[src/rtl/peripheral_wb_pkg.sv]
// Shared definitions for the UART transmitter: FSM encodings, line control
// register bit positions and small frame-format helpers.
package peripheral_wb_pkg;

    typedef enum logic [2:0] {
        S_IDLE        = 3'd0,
        S_SEND_START  = 3'd1,
        S_SEND_BYTE   = 3'd2,
        S_SEND_PARITY = 3'd3,
        S_SEND_STOP   = 3'd4,
        S_POP_BYTE    = 3'd5
    } tx_state_e;

    // Bit positions inside lcr; LCR_BITS is the low index of the 2-bit length field.
    localparam int LCR_BITS = 0;
    localparam int LCR_SB   = 2;
    localparam int LCR_PE   = 3;
    localparam int LCR_EP   = 4;
    localparam int LCR_SP   = 5;
    localparam int LCR_BC   = 6;

    localparam logic [4:0] BIT_TICKS_M1 = 5'd15;

    // Number of data bits minus one: 00 -> 4 (5 bits) ... 11 -> 7 (8 bits).
    function automatic logic [2:0] data_bits_m1(input logic [1:0] bits);
        return {1'b1, bits};
    endfunction

    // Stop duration in 16x ticks minus one: 1, 1.5 or 2 stop bits.
    function automatic logic [4:0] stop_ticks_m1(input logic sb, input logic [1:0] bits);
        if (!sb) begin
            return 5'd15;
        end else if (bits == 2'b00) begin
            return 5'd23;
        end
        return 5'd31;
    endfunction

    // acc is the XOR of the data bits actually sent.
    function automatic logic parity_bit(input logic sp, input logic ep, input logic acc);
        if (sp) begin
            return ~ep;
        end
        return ep ? acc : ~acc;
    endfunction

endpackage

[src/rtl/peripheral_raminfr_wb.sv]
// Inferred dual-port storage: synchronous write port, asynchronous read port.
module peripheral_raminfr_wb #(
    parameter int ADDR_W = 4,
    parameter int DATA_W = 8,
    parameter int DEPTH  = 16
) (
    input  logic              clk,
    input  logic              we,
    input  logic [ADDR_W-1:0] waddr,
    input  logic [ADDR_W-1:0] raddr,
    input  logic [DATA_W-1:0] wdata,
    output logic [DATA_W-1:0] rdata
);

    logic [DATA_W-1:0] mem_q [DEPTH];

    // Storage carries no reset; occupancy is tracked by the FIFO pointers.
    always_ff @(posedge clk) begin
        if (we) begin
            mem_q[waddr] <= wdata;
        end
    end

    assign rdata = mem_q[raddr];

endmodule

[src/rtl/peripheral_uart_tfifo_wb.sv]
// Transmit FIFO: wrapping pointers over inferred RAM, occupancy count,
// synchronous flush. Writes into a full FIFO are dropped unless a pop
// happens in the same cycle; pops from an empty FIFO are ignored.
module peripheral_uart_tfifo_wb
    import peripheral_wb_pkg::*;
#(
    parameter int WIDTH = 8,
    parameter int DEPTH = 16,
    parameter int PTR_W = 4,
    parameter int CNT_W = 5
) (
    input  logic             clk,
    input  logic             rst,
    input  logic             push,
    input  logic             pop,
    input  logic             flush,
    input  logic [WIDTH-1:0] data_in,
    output logic [WIDTH-1:0] data_out,
    output logic [CNT_W-1:0] count
);

    localparam logic [CNT_W-1:0] FULL_CNT = CNT_W'(DEPTH);
    localparam logic [PTR_W-1:0] LAST_PTR = PTR_W'(DEPTH - 1);

    logic [PTR_W-1:0] top_q, top_d;
    logic [PTR_W-1:0] bottom_q, bottom_d;
    logic [CNT_W-1:0] count_q, count_d;
    logic             pop_ok, push_ok, we;

    assign pop_ok  = pop && (count_q != '0);
    assign push_ok = push && ((count_q != FULL_CNT) || pop_ok);
    assign we      = push_ok && !flush;

    always_comb begin
        top_d    = top_q;
        bottom_d = bottom_q;
        count_d  = count_q;
        if (flush) begin
            top_d    = '0;
            bottom_d = '0;
            count_d  = '0;
        end else begin
            if (push_ok) begin
                top_d = (top_q == LAST_PTR) ? '0 : top_q + 1'b1;
            end
            if (pop_ok) begin
                bottom_d = (bottom_q == LAST_PTR) ? '0 : bottom_q + 1'b1;
            end
            case ({push_ok, pop_ok})
                2'b10:   count_d = count_q + 1'b1;
                2'b01:   count_d = count_q - 1'b1;
                default: count_d = count_q;
            endcase
        end
    end

    always_ff @(posedge clk or posedge rst) begin
        if (rst) begin
            top_q    <= '0;
            bottom_q <= '0;
            count_q  <= '0;
        end else begin
            top_q    <= top_d;
            bottom_q <= bottom_d;
            count_q  <= count_d;
        end
    end

    peripheral_raminfr_wb #(
        .ADDR_W (PTR_W),
        .DATA_W (WIDTH),
        .DEPTH  (DEPTH)
    ) u_ram (
        .clk   (clk),
        .we    (we),
        .waddr (top_q),
        .raddr (bottom_q),
        .wdata (data_in),
        .rdata (data_out)
    );

    assign count = count_q;

endmodule

[src/rtl/peripheral_uart_transmitter_wb.sv]
// UART transmitter: FIFO-fed serializer producing start, 5-8 data bits,
// optional parity and 1/1.5/2 stop bits, paced by a 16x baud enable.
module peripheral_uart_transmitter_wb
    import peripheral_wb_pkg::*;
#(
    parameter int FIFO_WIDTH     = 8,
    parameter int FIFO_DEPTH     = 16,
    parameter int FIFO_POINTER_W = 4,
    parameter int FIFO_COUNTER_W = 5
) (
    input  logic                      clk,
    input  logic                      wb_rst_i,
    input  logic [7:0]                lcr,
    input  logic                      tf_push,
    input  logic [7:0]                wb_dat_i,
    input  logic                      enable,
    input  logic                      tx_reset,
    output logic                      stx_pad_o,
    output logic [2:0]                tstate,
    output logic [FIFO_COUNTER_W-1:0] tf_count
);

    // tf_push is a one-cycle write strobe with no back-pressure: a write
    // while the FIFO is full is silently dropped, so software polls tf_count.

    tx_state_e             state_q, state_d;
    logic [4:0]            tick_q, tick_d;
    logic [2:0]            bit_cnt_q, bit_cnt_d;
    logic [FIFO_WIDTH-1:0] shift_q, shift_d;
    logic                  line_q, line_d;
    logic                  par_q, par_d;
    logic                  stx_q, stx_d;

    logic                      tf_pop;
    logic [FIFO_WIDTH-1:0]     tf_dout;
    logic [FIFO_COUNTER_W-1:0] tf_count_w;
    logic                      bit_done;
    logic                      lcr_unused;

    assign lcr_unused = lcr[7];

    peripheral_uart_tfifo_wb #(
        .WIDTH (FIFO_WIDTH),
        .DEPTH (FIFO_DEPTH),
        .PTR_W (FIFO_POINTER_W),
        .CNT_W (FIFO_COUNTER_W)
    ) u_tfifo (
        .clk      (clk),
        .rst      (wb_rst_i),
        .push     (tf_push),
        .pop      (tf_pop),
        .flush    (tx_reset),
        .data_in  (wb_dat_i),
        .data_out (tf_dout),
        .count    (tf_count_w)
    );

    assign bit_done = enable && (tick_q == '0);

    always_comb begin
        state_d   = state_q;
        tick_d    = tick_q;
        bit_cnt_d = bit_cnt_q;
        shift_d   = shift_q;
        line_d    = line_q;
        par_d     = par_q;
        tf_pop    = 1'b0;

        // The tick counter only moves on enable pulses and reloads on each new bit.
        if (enable && (tick_q != '0) && (state_q != S_IDLE) && (state_q != S_POP_BYTE)) begin
            tick_d = tick_q - 1'b1;
        end

        case (state_q)
            S_IDLE: begin
                line_d = 1'b1;
                if (enable && line_q && (tf_count_w != '0)) begin
                    state_d = S_POP_BYTE;
                end
            end
            S_POP_BYTE: begin
                // A flush between idle and here leaves nothing to send.
                if (tf_count_w == '0) begin
                    state_d = S_IDLE;
                end else begin
                    tf_pop  = 1'b1;
                    shift_d = tf_dout;
                    par_d   = 1'b0;
                    tick_d  = BIT_TICKS_M1;
                    line_d  = 1'b0;
                    state_d = S_SEND_START;
                end
            end
            S_SEND_START: begin
                if (bit_done) begin
                    state_d   = S_SEND_BYTE;
                    tick_d    = BIT_TICKS_M1;
                    bit_cnt_d = data_bits_m1(lcr[LCR_BITS +: 2]);
                    line_d    = shift_q[0];
                    par_d     = shift_q[0];
                    shift_d   = shift_q >> 1;
                end
            end
            S_SEND_BYTE: begin
                if (bit_done) begin
                    if (bit_cnt_q != '0) begin
                        bit_cnt_d = bit_cnt_q - 1'b1;
                        tick_d    = BIT_TICKS_M1;
                        line_d    = shift_q[0];
                        par_d     = par_q ^ shift_q[0];
                        shift_d   = shift_q >> 1;
                    end else if (lcr[LCR_PE]) begin
                        state_d = S_SEND_PARITY;
                        tick_d  = BIT_TICKS_M1;
                        line_d  = parity_bit(lcr[LCR_SP], lcr[LCR_EP], par_q);
                    end else begin
                        state_d = S_SEND_STOP;
                        tick_d  = stop_ticks_m1(lcr[LCR_SB], lcr[LCR_BITS +: 2]);
                        line_d  = 1'b1;
                    end
                end
            end
            S_SEND_PARITY: begin
                if (bit_done) begin
                    state_d = S_SEND_STOP;
                    tick_d  = stop_ticks_m1(lcr[LCR_SB], lcr[LCR_BITS +: 2]);
                    line_d  = 1'b1;
                end
            end
            S_SEND_STOP: begin
                // Chain straight into the next character when one is waiting.
                if (bit_done) begin
                    line_d  = 1'b1;
                    state_d = (tf_count_w != '0) ? S_POP_BYTE : S_IDLE;
                end
            end
            default: begin
                state_d = S_IDLE;
                line_d  = 1'b1;
            end
        endcase

        stx_d = lcr[LCR_BC] ? 1'b0 : line_d;
    end

    always_ff @(posedge clk or posedge wb_rst_i) begin
        if (wb_rst_i) begin
            state_q   <= S_IDLE;
            tick_q    <= '0;
            bit_cnt_q <= '0;
            shift_q   <= '0;
            line_q    <= 1'b1;
            par_q     <= 1'b0;
            stx_q     <= 1'b1;
        end else begin
            state_q   <= state_d;
            tick_q    <= tick_d;
            bit_cnt_q <= bit_cnt_d;
            shift_q   <= shift_d;
            line_q    <= line_d;
            par_q     <= par_d;
            stx_q     <= stx_d;
        end
    end

    assign stx_pad_o = stx_q;
    assign tstate    = state_q;
    assign tf_count  = tf_count_w;

endmodule
[config.mk]
export PLATFORM = sky130hd
export DESIGN_NAME = peripheral_uart_transmitter_wb
export DESIGN_NICKNAME = d
export VERILOG_FILES = /design/src/rtl/peripheral_wb_pkg.sv /design/src/rtl/peripheral_raminfr_wb.sv /design/src/rtl/peripheral_uart_tfifo_wb.sv /design/src/rtl/peripheral_uart_transmitter_wb.sv
export SDC_FILE = /design/constraint.sdc
export NUM_CORES = 1
export LEC_CHECK = 0
export BUFFER_PORTS_ARGS = -buffer_cell sky130_fd_sc_hd__buf_2
export CORE_ASPECT_RATIO = 1.5
export CORE_UTILIZATION = 40
export DETAILED_ROUTE_END_ITERATION = 8
export PLACE_DENSITY = 0.57
export SLEW_MARGIN = 20
export SYNTH_ARGS = -nofsm -noshare
export SYNTH_HDL_FRONTEND = slang
export SYNTH_SLANG_ARGS = --single-unit
[constraint.sdc]
create_clock -name clk -period 3.2 [get_ports clk]
set_input_delay 0.48 -clock clk [delete_from_list [all_inputs] [get_ports clk]]
set_output_delay 0.48 -clock clk [all_outputs]
set_load 0.01 [all_outputs]
==> metrics.txt <==
die area 18600 sq um; CTS tree done; Syn Area/Cell ~15 sq um; hold_ws 0.149 ns; Mapped Nets 519; storage element area 4720 sq um; Setup TNS 0 ns; Synth Warn # 0; DRT Pass-1 Iters 6; NumNets Final 568; Area Overhead vs Synth 16.1%; core area 17500 sq um; Seq/Total Area, Yosys approximately two thirds; Period Utilization, post-route around nine tenths; Clock Tree Buf Depth 2; count leader, synth edfxtp_1; Hold Path Class input port to async pin; ys flop type edfxtp_1; Tmin final 2.91 ns; post-synthesis mux area share 12.2%; height of the die ~170 microns; Row Count 59; largest family of logic cells by synthesized area multiplexers; drt first-iter violations 279; cell accounting for the most synthesized area edfxtp_1; gr usage total roughly 17%; die width roughly 110 microns; top cells by count, synth 128 x edfxtp_1, 37 x nand2_1, 33 x dfrtp_1, 30 x nor2_1, 23 x mux4_2; routed wire length 14800 microns; CTS sink cnt 163; number of diodes 0; fmax 344 MHz; final hold vios 0; total power between 5 and 6 mW; CP startpoint kind flip-flop; cts bufs inserted 17; status finished with violations; CP endpoint kind flip-flop; multi-input combinational cell area 2320 sq um; Final Max Slew Viols 0; compound-cell area share of the yosys netlist about 8.6%; RSZ-0062 raised after global routing no; P_leak 2.92 nW; HPWL Detailed 10100 microns; top post-synthesis cells by area edfxtp_1 53%, dfrtp_1 11%, mux4_2 7.2%; Crit Path Max Fanout 7; clock insertion delay at the later pin of the skew report roughly 0.42 ns; failing checks design-rule violations; Peak VDD IR approximately 0.37 mV; via/cell ratio 5.56; Routed Antenna Nets 0; Synth Area in Adders 2.19%; worst rel slew slack 30.4%; setup bufs post-CTS 0; first-pass GRT wire length 23200 microns; GR Overflow Total 0; library cells used by synthesis 60; GP Congestion 0.831; # IOs 30; largest net degree at the start of global routing 36; post-synthesis cell count between 400 and 500; Synth top area share between 50% and 60%; initial antenna violation count 0; cts hold-fix bufs 0; WL/cell 19.5 microns; count of final setup violators 0; Critical Path AT 3.23 ns; Yosys reg bits 163; root buffer cell clkbuf_16; power per cell area 687 nW/um^2; share of cells above drive strength 1 23.9%; CTS H-tree lvls 4; filler cell count in the final layout 1526; number of I/O port buffers 28; CTS clk-pin slew, worst paths 0.07 ns; worst clock skew 0.0135 ns; asr flop ratio synth between 20% and 30%; Initial Util 41.2%; simple-gate area share of the yosys netlist 8.16%; DRC violations left 7; critical path class flip-flop to flip-flop; vias in the first global route approximately 4400; Post-Syn Area 7200 sq um; post-synthesis xor/xnor area fraction 0.973%; CTS resizes 0; max_cap viols 0; Worst Max-Slew Pin Slew ~1.0 ns; CP Data Required Time 3.52 ns; Post-synth EDFFs 128; Via Count 4233
-- state kept, by name, summed over array words and instances (netlist names), 3 cells and up --
register,flops
u_tfifo.count,5
tstate,3
u_tfifo.top_q,4
u_tfifo.u_ram.mem_q,128
shift_q,8
tick_q,5
u_tfifo.bottom_q,4
bit_cnt_q,3
-- final timing paths --
check / depth (start not counted) / endpoint / slack, ns / startpoint
worst min-delay path: 3 / u_tfifo.count[0]$_DFFE_PP0P_ / 0.15 / wb_rst_i
worst max-delay path: 9 / u_tfifo.count[4]$_DFFE_PP0P_ / 0.29 / u_tfifo.count[0]$_DFFE_PP0P_
max in group asynchronous: 3 / u_tfifo.bottom_q[1]$_DFFE_PP0P_ / 2.68 / wb_rst_i
worst max register to register: 9 / u_tfifo.count[4]$_DFFE_PP0P_ / 0.29 / u_tfifo.count[0]$_DFFE_PP0P_
worst min register to register: 1 / bit_cnt_q[2]$_DFFE_PP0P_ / 0.48 / bit_cnt_q[2]$_DFFE_PP0P_
min in group clk: 2 / stx_pad_o$_DFF_PP1_ / 0.18 / lcr[6]
-- cell usage in the layout, fill, tap and decap left out, types with 13 or more instances in the layout --
master and n:
nor2_1 30, a21oi_1 17, mux2i_1 15, inv_1 15, o21ai_0 17, mux4_2 23, buf_4 24, mux2_2 13
nand2_1 37, buf_2 28, edfxtp_1 128, dfrtp_1 32, clkbuf_16 17
-- stage by stage --
stage | util (%) | instances | cell area [sq um] | setup slack (ns)
floorplan | - | 486 | 7200 | 0.530
global placement | 44.2 | 729 | 7720 | 0.394
detailed placement | 44.2 | 729 | 7720 | 0.350
CTS | 47.8 | 761 | 8360 | 0.316
global route | 47.8 | 761 | 8360 | 0.0775
finish | 47.8 | 761 | 8360 | 0.292
-- metal layers --
metal / global-route usage (%) / wire length (microns) / vias up
li1: - / - / 1978
met1: 18.2 / 5670 / 2136
met2: 31.5 / 8200 / 100
met3: 3.36 / 576 / 19
met4: 6.99 / 368 / 0
met5: 0 / 0 / -
-- cells by family after synthesis --
family / after synthesis
XOR/XNOR: 8
buffers and inverters: 39
adder cells (fa/ha/maj): 12
AND/OR/NAND/NOR: 115
flip-flops: 163
multiplexers: 57
AO/OA/AOI/OAI: 92
-- area by class of cell --
| cell class | instances | area share [%] |
|---|---|---|
| Inverter | 15 | 0.673 |
| Sequential cell | 163 | 56.5 |
| Clock buffer | 17 | 5.09 |
| Tap cell | 213 | 3.19 |
| Multi-Input combinational cell | 284 | 27.7 |
| Clock inverter | 15 | 2.56 |
| Timing Repair Buffer | 54 | 4.31 |
-- worst max-delay path: stages, from the launching register on --
cell      delay (ns)
dfrtp_1         0.47
nor4_4          0.46
a21o_1          0.35
nor2_2          0.13
ha_1            0.33
nor2b_1         0.17
o21ai_0         0.09
nand2b_1        0.17
mux2_2          0.36
a221oi_1        0.26
-- report_power, final --
group	internal, mW	total, mW	switching, mW
combinational	0.444	1.06	0.613
sequential	2.43	2.57	0.134
clock	1.21	2.12	0.914
Power figures use the tool's default switching activity.
